File: config.mk
export PLATFORM = sky130hd
export DESIGN_NAME = mosby_fetch_decode
export DESIGN_NICKNAME = d
export VERILOG_FILES = /design/src/rtl/mosby_fetch_decode.sv
export SDC_FILE = /design/constraint.sdc
export NUM_CORES = 1
export LEC_CHECK = 0
export ABC_AREA = 1
export CORE_UTILIZATION = 39
export DETAILED_ROUTE_END_ITERATION = 8
export HOLD_SLACK_MARGIN = 0.12
export PLACE_DENSITY = 0.72
export SETUP_SLACK_MARGIN = 0.15
export SYNTH_ARGS = -nofsm -noshare
export SYNTH_HDL_FRONTEND = slang
export SYNTH_SLANG_ARGS = --single-unit
export TNS_END_PERCENT = 5
File: constraint.sdc
create_clock -name clk -period 1.7 [get_ports clk]
set_clock_uncertainty 0.05 [all_clocks]
set_input_delay 0.34 -clock clk [delete_from_list [all_inputs] [get_ports clk]]
set_output_delay 0.34 -clock clk [all_outputs]
set_load 0.005 [all_outputs]
File: src/rtl/mosby_fetch_decode.sv
// Instruction fetch/decode front end: pulls opcode and operand bytes from a
// valid/ready byte stream, classifies each instruction as single-byte,
// conditional relative branch or absolute jump, and issues one-cycle
// registered control pulses to the PC and branch logic.
module mosby_fetch_decode #(
  parameter logic [7:0] JMP_ABS_OPC = 8'h4C,
  parameter int         CNT_W       = 16
) (
  input  logic             clk,
  input  logic             rst,
  input  logic             byte_valid,
  input  logic [7:0]       byte_in,
  output logic             byte_ready,
  output logic             pc_inc_decoder,
  output logic             lower_byte_decoder,
  output logic             branch_con,
  output logic             branch_uncon,
  output logic [2:0]       branch_op,
  output logic [7:0]       operand_lo,
  output logic [7:0]       operand_hi,
  output logic [CNT_W-1:0] instr_count
);

  typedef enum logic [1:0] {
    FETCH_OP,
    FETCH_LO,
    FETCH_HI,
    EXEC
  } state_t;

  state_t     state;
  state_t     state_nxt;
  logic [7:0] opcode;
  logic       accept;
  logic       opcode_is_branch;
  logic       byte_is_branch;
  logic       byte_is_jump;
  logic       pc_inc_nxt;
  logic       lower_byte_nxt;
  logic       branch_con_nxt;
  logic       branch_uncon_nxt;
  logic       load_opcode;
  logic       load_lo;
  logic       load_hi;
  logic       load_branch_op;
  logic       count_en;

  localparam logic [CNT_W-1:0] CNT_ONE = {{(CNT_W-1){1'b0}}, 1'b1};

  // EXEC is the redirect bubble; ready is also held low while in reset
  assign byte_ready       = rst && (state != EXEC);
  assign accept           = byte_valid && byte_ready;
  assign byte_is_branch   = (byte_in[4:0] == 5'b10000);
  assign byte_is_jump     = (byte_in == JMP_ABS_OPC);
  assign opcode_is_branch = (opcode[4:0] == 5'b10000);

  // State register
  always_ff @(posedge clk or negedge rst) begin
    if (!rst) state <= FETCH_OP;
    else      state <= state_nxt;
  end

  // Next-state decode plus the pulse and load enables for the coming cycle
  always_comb begin
    state_nxt        = state;
    pc_inc_nxt       = 1'b0;
    lower_byte_nxt   = 1'b0;
    branch_con_nxt   = 1'b0;
    branch_uncon_nxt = 1'b0;
    load_opcode      = 1'b0;
    load_lo          = 1'b0;
    load_hi          = 1'b0;
    load_branch_op   = 1'b0;
    count_en         = 1'b0;
    case (state)
      FETCH_OP: begin
        if (accept) begin
          load_opcode = 1'b1;
          pc_inc_nxt  = 1'b1;
          if (byte_is_branch || byte_is_jump) state_nxt = FETCH_LO;
          else                                count_en  = 1'b1;
        end
      end
      FETCH_LO: begin
        if (accept) begin
          load_lo        = 1'b1;
          lower_byte_nxt = 1'b1;
          pc_inc_nxt     = 1'b1;
          if (opcode_is_branch) begin
            branch_con_nxt = 1'b1;
            load_branch_op = 1'b1;
            count_en       = 1'b1;
            state_nxt      = EXEC;
          end else begin
            state_nxt = FETCH_HI;
          end
        end
      end
      FETCH_HI: begin
        if (accept) begin
          load_hi          = 1'b1;
          branch_uncon_nxt = 1'b1;
          count_en         = 1'b1;
          state_nxt        = EXEC;
        end
      end
      EXEC:    state_nxt = FETCH_OP;
      default: state_nxt = FETCH_OP;
    endcase
  end

  // Registered pulses, captured bytes and the retired-instruction counter
  always_ff @(posedge clk or negedge rst) begin
    if (!rst) begin
      pc_inc_decoder     <= 1'b0;
      lower_byte_decoder <= 1'b0;
      branch_con         <= 1'b0;
      branch_uncon       <= 1'b0;
      branch_op          <= 3'b000;
      opcode             <= 8'h00;
      operand_lo         <= 8'h00;
      operand_hi         <= 8'h00;
      instr_count        <= '0;
    end else begin
      pc_inc_decoder     <= pc_inc_nxt;
      lower_byte_decoder <= lower_byte_nxt;
      branch_con         <= branch_con_nxt;
      branch_uncon       <= branch_uncon_nxt;
      if (load_opcode)    opcode      <= byte_in;
      if (load_lo)        operand_lo  <= byte_in;
      if (load_hi)        operand_hi  <= byte_in;
      if (load_branch_op) branch_op   <= opcode[7:5];
      if (count_en)       instr_count <= instr_count + CNT_ONE;
    end
  end

endmodule

==> results of run 1 <==
-- synth_stat cells (all sizes together) --
| master | number |
|---|---|
| nor3 | 1 |
| xnor2 | 3 |
| clkbuf | 1 |
| inv | 29 |
| o21ai | 25 |
| nand4 | 7 |
| dfrtp | 49 |
| nor2 | 26 |
| nand3 | 28 |
| o31ai | 1 |
| buf | 5 |
| nand2 | 110 |
| xor2 | 5 |
| ha | 6 |
-- metal layers --
| layer | routed length (um) | global-route usage |
|---|---|---|
| met2 | 2950 | 0.308 |
| met5 | 0 | 0 |
| met4 | 34 | 0.0474 |
| met1 | 2560 | 0.230 |
| met3 | 238 | 0.0344 |
-- power by group through the flow --
stage	clock, uW	combinational [uW]	sequential [uW]
finish	805	1840	1850
floorplan	0	826	1840
detailed placement	0	1630	1880
global route	875	2050	1900
CTS	825	1760	1850
global placement	0	1590	1870
-- per-stage QoR --
stage / hold WS, ns / worst slack (ns) / TNS, ns
floorplan: -0.00559 / 0.166 / 0
global placement: 0.261 / -0.0726 / -0.997
detailed placement: 0.256 / -0.0925 / -1.35
CTS: 0.139 / 0.0239 / 0
global route: 0.166 / -0.0712 / -0.956
finish: 0.126 / -0.0117 / -0.0407
-- sequential cells by signal, indices dropped and copies added (netlist names) --
register and count:
branch_con 1, branch_op 3, branch_uncon 1, instr_count 16, lower_byte_decoder 1, opcode 8, operand_hi 8, operand_lo 8
pc_inc_decoder 1, state 2
-- layout make-up --
class / count / area (um2) / share of cell area
Sequential cell: 49 / 1240 / 0.342
Timing Repair inverter: 1 / 7.51 / 0.00207
Tap cell: 75 / 93.8 / 0.0258
Multi-Input combinational cell: 212 / 1210 / 0.333
Timing Repair Buffer: 77 / 851 / 0.234
Clock inverter: 2 / 35.0 / 0.00964
Inverter: 29 / 123 / 0.0337
Clock buffer: 6 / 72.6 / 0.0200
-- worst min path at each step --
stage          slack [ns]        endpoint  startpoint
2_1_floorplan      -0.006      branch_con         rst
6_report             0.13  instr_count[4]         rst
4_1_cts              0.14    branch_op[1]         rst
5_1_grt              0.17  instr_count[0]         rst
3_5_place_dp         0.26  instr_count[1]         rst
3_3_place_gp         0.26      branch_con         rst
-- worst register-to-register path, cell delays in order (launching register included) --
cell and delay [ns]:
dfrtp_2 0.44, ha_4 0.18, nor2_4 0.11, nand2_4 0.09
nor2_4 0.24, nand3_4 0.19, clkbuf_16 0.21, nand3_2 0.05
nand2_1 0.05
-- kinds of logic after synthesis --
logic type               after synthesis  share of synthesized area
adder cells (fa/ha/maj)                6                     0.0303
XOR/XNOR                               8                     0.0283
flip-flops                            49                      0.495
AO/OA/AOI/OAI                         26                     0.0536
buffers and inverters                 35                     0.0667
AND/OR/NAND/NOR                      172                      0.326
-- timing repair --
action                                 4_1_cts  5_1_grt
pin swaps                                    4       34
resized for setup                           13       87
gates cloned                                 0        2
hold buffers                                 1        0
endpoints found under the hold margin        5        0
setup buffers                                7        2
setup endpoints to repair                   59       83
==> impl_metrics.json, run 1 <==
{
  "cts_sinks": 49,
  "port_buffers": 50,
  "synth_top_area_share": 0.495,
  "dieArea_um2": 6670,
  "mostFrequentLayoutCells": "nand2_1, dfrtp_1, dlymetal6s2s_1, inv_1, nor2_1",
  "antenna_found_initial": 0,
  "syn_avg_cell_area_um2": 8.36,
  "routedWlPerCell_um": 12.8,
  "final.min_clock_period_ns": 1.71,
  "maxCapViolations": 0,
  "min_period_over_period": 1.01,
  "crit_family": "simple AND/OR/NAND/NOR gates",
  "die_h_um": 81.7,
  "h-tree-depth": 2,
  "drt-total-wl_um": 5790,
  "grtUsageTotal": 0.179,
  "die_w_um": 81.7,
  "arrival_ns": 1.85,
  "p_int_uw": 2950,
  "leakage_uw": 0.00219,
  "critical_path.endpoint": "instr_count[11]",
  "firstDrtPassIters": 4,
  "layout_commonest_cell": "nand2_1",
  "rsz0062_at_grt": "yes",
  "ys_seq_area_frac": 0.495,
  "drive_gt1_frac": 0.239,
  "violations": "negative setup slack",
  "cts_buffers": 5,
  "setup_violations": 6,
  "grt_pass1_vias": 1995,
  "p_clk_frac": 0.179,
  "insertion_delay_ns": 0.30,
  "synth_top_cell_by_area": "dfrtp_1",
  "p_switching_uw": 1540,
  "slew_viol_final": 0,
  "reg2regPathDepth": 8,
  "powerDensity_nw_per_um2": 1240,
  "netlist_area_um2": 2470,
  "crit_fanout": 5,
  "cp.required_ns": 1.84,
  "ir_drop_mv": 0.900,
  "final.fill_count": 522,
  "drt_iter0_drc": 77,
  "final_nets": 392,
  "status": "finished with violations",
  "cts_tree": "yes",
  "final_area_um2": 3630,
  "relSlewSlack": 0.625,
  "seqPwrFrac": 0.412,
  "path_common_cell": "nor2_4",
  "place_congestion": 0.780,
  "netSwitchingFraction": 0.343,
  "io_pins": 51,
  "finalWorstSetupSlack_ns": -0.0117,
  "startpoint": "state[0]",
  "critPathKind": "register to register",
  "yosysWarnings": 0,
  "root_buffer": "clkbuf_8",
  "n_antenna_cell": 0,
  "grt.overflow.total": 0,
  "coreArea_um2": 6030,
  "via_per_inst": 4.87,
  "grt_pass1_wl_um": 9080,
  "synthesis.instances": 296,
  "r2r-end": "instr_count[11]",
  "rows": 28,
  "cpPeakStageDelay_ns": 0.44,
  "path_clk_slew_ns": 0.09,
  "synth-seq-cells": 49,
  "grt_max_degree": 45,
  "p_comb_frac": 0.409,
  "drc_errors": 0,
  "worst-path-buf-inv": 1,
  "cpMaxStageDelayCell": "dfrtp_2",
  "r2r_setup_slack_ns": -0.01,
  "cts.path.max_buffers": 2,
  "finalPower_uw": 4490,
  "synth_cell_type_count": 24,
  "utilization": 0.603,
  "hold_viol": 0,
  "cp.depth": 8,
  "syn-num-nets": 313,
  "final_cells": 451,
  "path_cells": "ha_4 > nor2_4 > nand2_4 > nor2_4 > nand3_4 > clkbuf_16 > nand3_2 > nand2_1",
  "worst_pin_slew_ns": 0.562,
  "hold_path_class": "primary input to async pin",
  "synth_area_leaders": "dfrtp_1, nand2_1, nand3_1, o21ai_0, inv_1",
  "num_vias": 2197,
  "ant_nets": 0,
  "end_kind": "register",
  "max_freq_mhz": 584,
  "timing.rr.start": "state[0]",
  "start_util": 0.411,
  "area_growth_pct": 46.8,
  "placed_area_um2": 3170,
  "cp-start-kind": "register",
  "place_hpwl_um": 3880,
  "place_inst": 431
}
(Power assumes the default switching activity.)
==> run 2, diff against run 1 <==
SKIP_LAST_GASP = 1   (was default)
==> run 2 against run 1 <==
The flow still finishes with violations (negative setup slack). Count of clock-buffer cells in the layout is the same. Wire length decreased by 3.3%. Fmax down 0.49%. Highest routed layer unchanged. First-iteration DRC count decreased by 2.6%. Die area did not move. Critical path depth stayed put.
==> impl_metrics.json, run 2 (synthesis results as in run 1) <==
{
  "status": "finished with violations",
  "violations": "negative setup slack",
  "layout_commonest_cell": "nand2_1",
  "port_buffers": 50,
  "rsz0062_at_grt": "yes",
  "grt_pass1_wl_um": 9080,
  "routedWlPerCell_um": 12.4,
  "crit_fanout": 5,
  "cts_sinks": 49,
  "netSwitchingFraction": 0.336,
  "worst-path-buf-inv": 1,
  "relSlewSlack": 0.626,
  "hold_viol": 0,
  "path_clk_slew_ns": 0.09,
  "final.min_clock_period_ns": 1.72,
  "path_common_cell": "nor2_4",
  "p_clk_frac": 0.178,
  "firstDrtPassIters": 4,
  "coreArea_um2": 6030,
  "io_pins": 51,
  "finalWorstSetupSlack_ns": -0.0202,
  "max_flop_register": "instr_count",
  "num_vias": 2203,
  "mostFrequentLayoutCells": "nand2_1, clkdlybuf4s50_1, dfrtp_1, inv_1, o21ai_0",
  "arrival_ns": 1.86,
  "whs_ns": 0.124,
  "die_h_um": 81.7,
  "slew_viol_final": 0,
  "worst_pin_slew_ns": 0.561,
  "setup_violations": 8,
  "grt_pass1_vias": 1995,
  "cts_buffers": 5,
  "via_per_inst": 4.88,
  "place_ws_ns": -0.0925,
  "min_period_over_period": 1.01,
  "h-tree-depth": 2,
  "final_cells": 451,
  "grt_max_degree": 45,
  "place_congestion": 0.780,
  "cts.path.max_buffers": 2,
  "place_inst": 431,
  "die_w_um": 81.7,
  "hold_path_class": "primary input to async pin",
  "final_nets": 392,
  "start_util": 0.411,
  "powerDensity_nw_per_um2": 1290,
  "leakage_uw": 0.00166,
  "root_buffer": "clkbuf_8",
  "largest_reg_flops": 16,
  "crit_family": "simple AND/OR/NAND/NOR gates",
  "path_cells": "ha_4 > nor2_4 > nand2_4 > nor2_4 > nand3_4 > clkbuf_16 > nand3_2 > nand2_1",
  "n_antenna_cell": 0,
  "p_comb_frac": 0.413,
  "p_int_uw": 3010,
  "area_growth_pct": 41.8,
  "maxCapViolations": 0,
  "ir_drop_mv": 0.909,
  "cp.depth": 8,
  "drc_errors": 0,
  "dieArea_um2": 6670,
  "place_hpwl_um": 3880,
  "p_switching_uw": 1520,
  "utilization": 0.582,
  "critPathKind": "register to register",
  "rows": 28,
  "drt_iter0_drc": 75,
  "final.fill_count": 529,
  "finalPower_uw": 4530,
  "insertion_delay_ns": 0.30,
  "antenna_found_initial": 0,
  "grtUsageTotal": 0.179,
  "cpPeakStageDelay_ns": 0.44,
  "seqPwrFrac": 0.409,
  "ant_nets": 0,
  "cp.required_ns": 1.84,
  "drt-total-wl_um": 5600,
  "max_freq_mhz": 581,
  "cts_tree": "yes",
  "reg2regPathDepth": 8,
  "end_kind": "register",
  "drive_gt1_frac": 0.202,
  "cp-start-kind": "register",
  "cpMaxStageDelayCell": "dfrtp_2",
  "grt.overflow.total": 0
}
==> run 2: cell types whose count changed in the layout (fill, tap and decap cells not counted), sizes merged <==
cell           change
dlymetal6s2s      -35
clkdlybuf4s15      +1
clkdlybuf4s50     +35
buf                -1
==> run 2: layout make-up <==
cell class	instances	area, um2	area share
repair buffers	77	754	0.215
clock buffers	6	72.6	0.0207
inverters	29	120	0.0342
multi-input cells	212	1190	0.339
clock inverters	2	35.0	0.00998
flip-flops and latches	49	1230	0.352
well taps	75	93.8	0.0267
repair inverters	1	7.51	0.00214
==> run 2: path summary, 6_finish.rpt <==
kind,startpoint,end,slack [ns]
max in group asynchronous,rst,state[0],0.85
worst max-delay path,state[0],instr_count[5],-0.02
min in group clk,rst,branch_uncon,0.42
worst max register to register,state[0],instr_count[5],-0.02
worst min register to register,opcode[0],opcode[0],0.44
worst min-delay path,rst,instr_count[0],0.12
==> run 2: power groups by stage <==
stage / clock network (uW) / registers [uW] / logic [uW]
floorplan: 0 / 1840 / 826
global placement: 0 / 1870 / 1590
detailed placement: 0 / 1880 / 1630
CTS: 825 / 1850 / 1760
global route: 875 / 1900 / 2090
finish: 806 / 1850 / 1870
==> run 2: per-layer routing <==
metal | vias to the layer above | GRT usage | wire (um) | part of all wire
met4 | 0 | 0.0474 | 30 | 0.0054
li1 | 1094 | - | - | -
met2 | 43 | 0.308 | 2840 | 0.51
met3 | 4 | 0.0344 | 213 | 0.038
met1 | 1062 | 0.230 | 2510 | 0.45
met5 | - | 0 | 0 | 0
==> run 2: metrics by stage <==
stage | instance area (um2) | TNS (ns)
after floorplan | 2510 | 0
after global placement | 3170 | -0.997
after detailed placement | 3170 | -1.35
after CTS | 3370 | 0
after global routing | 3510 | -1.32
final | 3510 | -0.0940
==> run 2: worst reg2reg max path, cell delays in order, from the launching register on <==
cell and delay (ns):
dfrtp_2 0.44, ha_4 0.18, nor2_4 0.11, nand2_4 0.09, nor2_4 0.24, nand3_4 0.19, clkbuf_16 0.21, nand3_2 0.05
nand2_1 0.05
==> run 2: repair_timing <==
item,CTS,global route
resized for setup,13,22
hold buffers,1,0
pin swaps,4,13
buffers inserted,7,2
setup endpoints to repair,59,83
cloned,0,2
hold endpoints to repair,5,0
==> run 3, diff against run 2 <==
CTS_CLUSTER_DIAMETER = 200   (was default)
==> results of run 3 <==
The final DEF is identical to that of run 2; final timing and power are the same.
